File: config.mk
export PLATFORM = sky130hd
export DESIGN_NAME = hacd_cmd_axil_master
export DESIGN_NICKNAME = d
export VERILOG_FILES = /design/src/rtl/hacd_cmd_pkg.sv /design/src/rtl/hacd_sat_cnt.sv /design/src/rtl/hacd_cmd_axil_master.sv
export SDC_FILE = /design/constraint.sdc
export NUM_CORES = 1
export LEC_CHECK = 0
export CAP_MARGIN = 30
export CORE_AREA = 10 10 162 164
export CTS_BUF_LIST = sky130_fd_sc_hd__clkbuf_8
export DETAILED_ROUTE_END_ITERATION = 7
export DIE_AREA = 0 0 172 174
export HOLD_SLACK_MARGIN = 0.03
export PLACE_DENSITY = 0.77
export SKIP_LAST_GASP = 1
export SLEW_MARGIN = 10
export SYNTH_ARGS = -nofsm -noshare
export SYNTH_HDL_FRONTEND = slang
export SYNTH_HIERARCHICAL = 1
export SYNTH_SLANG_ARGS = --single-unit
File: constraint.sdc
create_clock -name clk_i -period 2.59 [get_ports clk_i]
set_clock_uncertainty 0.05 [all_clocks]
set_input_delay 0.518 -clock clk_i [delete_from_list [all_inputs] [get_ports clk_i]]
set_output_delay 0.518 -clock clk_i [all_outputs]
set_load 0.01 [all_outputs]
File: src/rtl/hacd_cmd_pkg.sv
// Shared types and constants for the HACD command-register AXI-lite master.
//   hacd_state_e : transaction sequencer states
//   SZ32/SZ64    : AxSIZE encodings for 4- and 8-byte beats
//   STRB_LO/ALL  : write strobes for a low 32-bit half / full 64-bit word
//   RESP_OKAY    : AXI OKAY response code
package hacd_cmd_pkg;

  typedef enum logic [2:0] {
    IDLE,
    WR_LO,
    WB_LO,
    WR_HI,
    WB_HI,
    RD,
    WR_R,
    RESP
  } hacd_state_e;

  localparam logic [2:0] SZ32      = 3'b010;
  localparam logic [2:0] SZ64      = 3'b011;
  localparam logic [7:0] STRB_LO   = 8'h0F;
  localparam logic [7:0] STRB_ALL  = 8'hFF;
  localparam logic [1:0] RESP_OKAY = 2'b00;

endpackage

File: src/rtl/hacd_sat_cnt.sv
// Saturating up-counter with synchronous clear and count enable.
//   clk_i, rst_ni : clock, async active-low reset
//   clr_i         : clear to zero (wins over en_i)
//   en_i          : increment by one, holding at all-ones
//   cnt_o         : current count
module hacd_sat_cnt #(
  parameter int unsigned Width = 16
) (
  input  logic             clk_i,
  input  logic             rst_ni,
  input  logic             clr_i,
  input  logic             en_i,
  output logic [Width-1:0] cnt_o
);

  localparam logic [Width-1:0] One = Width'(1);

  always_ff @(posedge clk_i or negedge rst_ni) begin
    if (!rst_ni) begin
      cnt_o <= '0;
    end else if (clr_i) begin
      cnt_o <= '0;
    end else if (en_i && (cnt_o != '1)) begin
      cnt_o <= cnt_o + One;
    end
  end

endmodule

File: src/rtl/hacd_cmd_axil_master.sv
// AXI-lite initiator that writes a 64-bit HAWK command into the HACD command
// register, either as one 64-bit write or as low/high 32-bit halves, with an
// optional 64-bit readback. The write phase (AW/W through B) is timed.
//   req_*    : command request (cmd, split, readback)
//   rsp_*    : response with readback data, error flag and write latency
//   m_axi_*  : AXI-lite master channels AW, W, B, AR, R
module hacd_cmd_axil_master
  import hacd_cmd_pkg::*;
#(
  parameter logic [63:0] HacdBase = 64'h000000fff5100000,
  parameter int unsigned LatW     = 16
) (
  input  logic            clk_i,
  input  logic            rst_ni,
  input  logic            req_valid_i,
  output logic            req_ready_o,
  input  logic [63:0]     req_cmd_i,
  input  logic            req_split_i,
  input  logic            req_readback_i,
  output logic            rsp_valid_o,
  input  logic            rsp_ready_i,
  output logic [63:0]     rsp_data_o,
  output logic            rsp_err_o,
  output logic [LatW-1:0] rsp_lat_o,
  output logic [63:0]     m_axi_awaddr,
  output logic [2:0]      m_axi_awsize,
  output logic            m_axi_awvalid,
  input  logic            m_axi_awready,
  output logic [63:0]     m_axi_wdata,
  output logic [7:0]      m_axi_wstrb,
  output logic            m_axi_wvalid,
  input  logic            m_axi_wready,
  input  logic [1:0]      m_axi_bresp,
  input  logic            m_axi_bvalid,
  output logic            m_axi_bready,
  output logic [63:0]     m_axi_araddr,
  output logic [2:0]      m_axi_arsize,
  output logic            m_axi_arvalid,
  input  logic            m_axi_arready,
  input  logic [63:0]     m_axi_rdata,
  input  logic [1:0]      m_axi_rresp,
  input  logic            m_axi_rvalid,
  output logic            m_axi_rready
);

  hacd_state_e state_q, state_d;
  logic [63:0] cmd_q, rdata_q;
  logic        split_q, rb_q, err_q, aw_done_q, w_done_q;
  logic        wr_phase, hi_phase, aw_all, w_all, b_err, accept, rsp_done;

  assign wr_phase = (state_q == WR_LO) || (state_q == WR_HI);
  assign hi_phase = (state_q == WR_HI);
  assign aw_all   = aw_done_q || (m_axi_awvalid && m_axi_awready);
  assign w_all    = w_done_q  || (m_axi_wvalid  && m_axi_wready);
  assign b_err    = (m_axi_bresp != RESP_OKAY);
  assign accept   = (state_q == IDLE) && req_valid_i;
  assign rsp_done = (state_q == RESP) && rsp_ready_i;

  always_ff @(posedge clk_i or negedge rst_ni) begin
    if (!rst_ni) state_q <= IDLE;
    else         state_q <= state_d;
  end

  always_comb begin
    state_d       = state_q;
    req_ready_o   = (state_q == IDLE);
    rsp_valid_o   = (state_q == RESP);
    rsp_err_o     = err_q;
    rsp_data_o    = ((state_q == RESP) && !err_q) ? rdata_q : '0;
    // Valids come from state and done flags only, never from the readies.
    m_axi_awvalid = wr_phase && !aw_done_q;
    m_axi_wvalid  = wr_phase && !w_done_q;
    m_axi_awaddr  = '0;
    m_axi_awsize  = '0;
    m_axi_wdata   = '0;
    m_axi_wstrb   = '0;
    m_axi_bready  = (state_q == WB_LO) || (state_q == WB_HI);
    m_axi_arvalid = (state_q == RD);
    m_axi_araddr  = (state_q == RD) ? HacdBase : '0;
    m_axi_arsize  = (state_q == RD) ? SZ64 : '0;
    m_axi_rready  = (state_q == WR_R);
    if (wr_phase) begin
      m_axi_awaddr = hi_phase ? (HacdBase + 64'd4) : HacdBase;
      m_axi_awsize = (hi_phase || split_q) ? SZ32 : SZ64;
      m_axi_wstrb  = (hi_phase || split_q) ? STRB_LO : STRB_ALL;
      if (hi_phase)     m_axi_wdata = {32'h0, cmd_q[63:32]};
      else if (split_q) m_axi_wdata = {32'h0, cmd_q[31:0]};
      else              m_axi_wdata = cmd_q;
    end

    unique case (state_q)
      IDLE:  if (req_valid_i) state_d = WR_LO;
      WR_LO: if (aw_all && w_all) state_d = WB_LO;
      WR_HI: if (aw_all && w_all) state_d = WB_HI;
      WB_LO, WB_HI: begin
        if (m_axi_bvalid) begin
          if ((state_q == WB_LO) && split_q && !b_err) state_d = WR_HI;
          else if (rb_q && !b_err && !err_q)            state_d = RD;
          else                                          state_d = RESP;
        end
      end
      RD:    if (m_axi_arready) state_d = WR_R;
      WR_R:  if (m_axi_rvalid)  state_d = RESP;
      RESP:  if (rsp_ready_i)   state_d = IDLE;
      default: state_d = IDLE;
    endcase
  end

  always_ff @(posedge clk_i or negedge rst_ni) begin
    if (!rst_ni) begin
      cmd_q     <= '0;
      rdata_q   <= '0;
      split_q   <= 1'b0;
      rb_q      <= 1'b0;
      err_q     <= 1'b0;
      aw_done_q <= 1'b0;
      w_done_q  <= 1'b0;
    end else begin
      if (accept) begin
        cmd_q   <= req_cmd_i;
        split_q <= req_split_i;
        rb_q    <= req_readback_i;
        err_q   <= 1'b0;
        rdata_q <= '0;
      end
      // Done flags persist only until both handshakes of a beat complete.
      if (wr_phase) begin
        if (aw_all && w_all) begin
          aw_done_q <= 1'b0;
          w_done_q  <= 1'b0;
        end else begin
          aw_done_q <= aw_all;
          w_done_q  <= w_all;
        end
      end
      if (m_axi_bready && m_axi_bvalid && b_err) err_q <= 1'b1;
      if (m_axi_rready && m_axi_rvalid) begin
        rdata_q <= m_axi_rdata;
        if (m_axi_rresp != RESP_OKAY) err_q <= 1'b1;
      end
      if (rsp_done) begin
        err_q   <= 1'b0;
        rdata_q <= '0;
      end
    end
  end

  hacd_sat_cnt #(
    .Width(LatW)
  ) u_lat_cnt (
    .clk_i  (clk_i),
    .rst_ni (rst_ni),
    .clr_i  (accept || rsp_done),
    .en_i   ((state_q == WR_LO) || (state_q == WB_LO) ||
             (state_q == WR_HI) || (state_q == WB_HI)),
    .cnt_o  (rsp_lat_o)
  );

endmodule

==> results.sh <==
export IMPL_outcome="complete, no violations"
export IMPL_die_area_um2=29900
export IMPL_synth_edf_count=0
export IMPL_dpl_instance_area_um2=11400
export IMPL_ys_warn_count=6
export IMPL_clockBufferDepth=2
export IMPL_leakagePower_nw=6.49
export IMPL_seq_area_frac_synth_pct=45.8
export IMPL_cts_tree="built"
export IMPL_die_w_um=172
export IMPL_ant_nets=0
export IMPL_cellPowerDensity_nw_per_um2=932
export IMPL_hold_class="reg2reg"
export IMPL_core_area_um2=23100
export IMPL_worstPathCellList="buf_6 -> and3_4 -> bufbuf_16 -> and3_1 -> dlygate4sd2_1"
export IMPL_grt_pass1_wl_um=40800
export IMPL_drt_iter0_drc=369
export IMPL_insertion_delay_ns=0.44
export IMPL_grt_max_degree=65
export IMPL_postSynthCellCount=765
export IMPL_drt_vias_per_instance=4.91
export IMPL_area_growth_pct=44.4
export IMPL_synth_area_leader_cell="dfrtp_1"
export IMPL_gp_congestion=0.819
export IMPL_worstPathMaxFanout=16
export IMPL_relSlewSlack_pct=63.2
export IMPL_start_kind="flop"
export IMPL_track_usage_pct=17.6
export IMPL_row_count=56
export IMPL_routed_wirelength_um=28500
export IMPL_finalCritPeriodShare_pct=97.1
export IMPL_synth_area_leaders="dfrtp_1, buf_4, mux2_2"
export IMPL_yosys_cell_count_top_type="dfrtp_1"
export IMPL_critPathCaptureType="primary output"
export IMPL_htreeDepth=4
export IMPL_post_layout_nonfiller_instances=1368
export IMPL_finalSetupViolCount=0
export IMPL_place_ws_ns=0.125
export IMPL_ir_worst_vdd_mv=0.477
export IMPL_cp_slowest_cell="dfrtp_1"
export IMPL_avgRoutedWirePerCell_um=20.8
export IMPL_grt_pass1_vias=6701
export IMPL_cts_sinks=152
export IMPL_yosysUniqueCellTypes=49
export IMPL_synth_avg_cell_area_um2=10.9
export IMPL_drv_cap=0
export IMPL_hold_viol_final=0
export IMPL_antenna_found_initial=0
export IMPL_n_antenna_cell=0
export IMPL_fmax_ghz=0.398
export IMPL_slew_violations=0
export IMPL_overflow=0
export IMPL_routed_via_count=6716
export IMPL_drc_errors=0
export IMPL_dr_pass1_iters=4
export IMPL_required_ns=2.02
export IMPL_crit_type="reg2out"
export IMPL_die_h_um=174
export IMPL_fin_area_um2=12000
export IMPL_numCtsBuffers=17
export IMPL_ctsRootBufferMaster="clkbuf_8"
export IMPL_arrival_ns=1.95
export IMPL_yosys_top_cells_count="dfrtp_1, buf_4, mux2_2"
export IMPL_async_reset_ff_share_pct=100
export IMPL_worst_slack_ns=0.0753
export IMPL_nFillCells=2061
export IMPL_initial_core_util_pct=35.9
export IMPL_post_dp_hpwl_um=20400
export IMPL_synth_ff_type="dfrtp_1"
export IMPL_placed_cells=1319
export IMPL_clk_pin_slew_ns=0.10
export IMPL_ios=437
export IMPL_nets=1209
export IMPL_tightest_slew_ns=0.552
export IMPL_netlist_area_leader_share_pct=45.8
export IMPL_synth_area_um2=8300
export IMPL_critPathMaxStageDelay_ns=0.42
export IMPL_drive_above_1_share_pct=16.4
export IMPL_port_buffers=337
export IMPL_worstHoldPathCells=1
export IMPL_rsz0062_at_grt="no"
export IMPL_r2r_cells=6
export IMPL_synth_seq_cells=152
export IMPL_fin_crit_ns=2.51
## area by class of cell
cell class,count,area [µm²],area share [%]
sequential,152,3800,31.7
timing repair buffer,376,3790,31.6
multi-input combinational,513,3610,30.1
tap,290,363,3.03
clock buffer,17,234,1.95
clock inverter,15,160,1.34
inverter,5,26.3,0.219
## flip-flops by register name, indices dropped and copies added, names as in the netlist
register         cells
cmd_q               64
rdata_q             64
u_lat_cnt/cnt_o     16
state_q              3
aw_done_q            1
rb_q                 1
rsp_err_o            1
split_q              1
w_done_q             1
## path summary, 6_finish.rpt
path                                   from                 end  slack (ns)
worst max-delay path             state_q[2]      rsp_data_o[44]        0.08
min in group asynchronous            rst_ni           cmd_q[47]        0.54
worst max register to register   state_q[0]  u_lat_cnt/cnt_o[3]        0.22
worst min register to register  rdata_q[59]         rdata_q[59]        0.45
max in group asynchronous            rst_ni         rdata_q[51]        1.23
worst min-delay path            rdata_q[59]         rdata_q[59]        0.45
## placed cells by master, fill, tap and decap left out, types with 31 or more instances in the layout
| cell | Yosys | routed |
|---|---|---|
| a22o_1 | 64 | 64 |
| and2_1 | 33 | 33 |
| and3_1 | 67 | 66 |
| clkdlybuf4s15_1 | 0 | 31 |
| clkdlybuf4s50_1 | 0 | 170 |
| conb_1 | 1 | 99 |
| dfrtp_1 | 152 | 151 |
| dlygate4sd2_1 | 0 | 94 |
| mux2_2 | 70 | 70 |
| nor2_1 | 52 | 51 |
## where the power goes
group	internal [mW]	switching, mW	leakage, nW
clock network	0.726	1.09	0.195
registers	3.26	0.621	1.95
logic	2.79	2.68	4.35
total	6.78	4.40	6.49
## cell families after synthesis
family,share of synthesized area [%]
mux,14.2
compound gates,9.40
xor+xnor,0.211
fa+ha+maj,0.151
flops,45.8
buf+inv,15.8
other cells,0.0452
simple gates,14.4
## repair_timing
| item | CTS | global route |
|---|---|---|
| setup buffers | 7 | 4 |
| pin swaps | 2 | 1 |
| endpoints found under the setup margin | 167 | 104 |
| gates resized for setup | 150 | 90 |
| gates cloned | 4 | 1 |
| hold buffers | 1 | 0 |
| hold endpoints to repair | 47 | 0 |
## metrics by stage
stage | hold slack [ns] | power (mW) | utilization [%] | setup TNS (ns)
6_report | 0.454 | 11.2 | 51.8 | 0
2_1_floorplan | 0.172 | 7.11 | - | 0
4_1_cts | 0.451 | 11.2 | 51.3 | -2.54
5_1_grt | 0.466 | 11.9 | 51.8 | 0
3_5_place_dp | 0.424 | 9.24 | 49.3 | 0
3_3_place_gp | 0.425 | 9.13 | 49.3 | 0
## worst max-delay path: cells and delay by family, from the launching register on
kind,cells,cell delay (ns)
buffers and inverters,3,0.70
flip-flops,1,0.42
AND/OR/NAND/NOR,2,0.39
## routing by layer
layer / global-route usage, % / vias to the layer above / part of all wire, %
met1: 20.0 / 3314 / 38
met2: 30.5 / 318 / 51
met4: 4.38 / 0 / 1.4
li1: - / 3064 / -
met3: 6.39 / 20 / 10
met5: 0 / - / 0
Note: power is estimated with default switching activity, not from simulation.
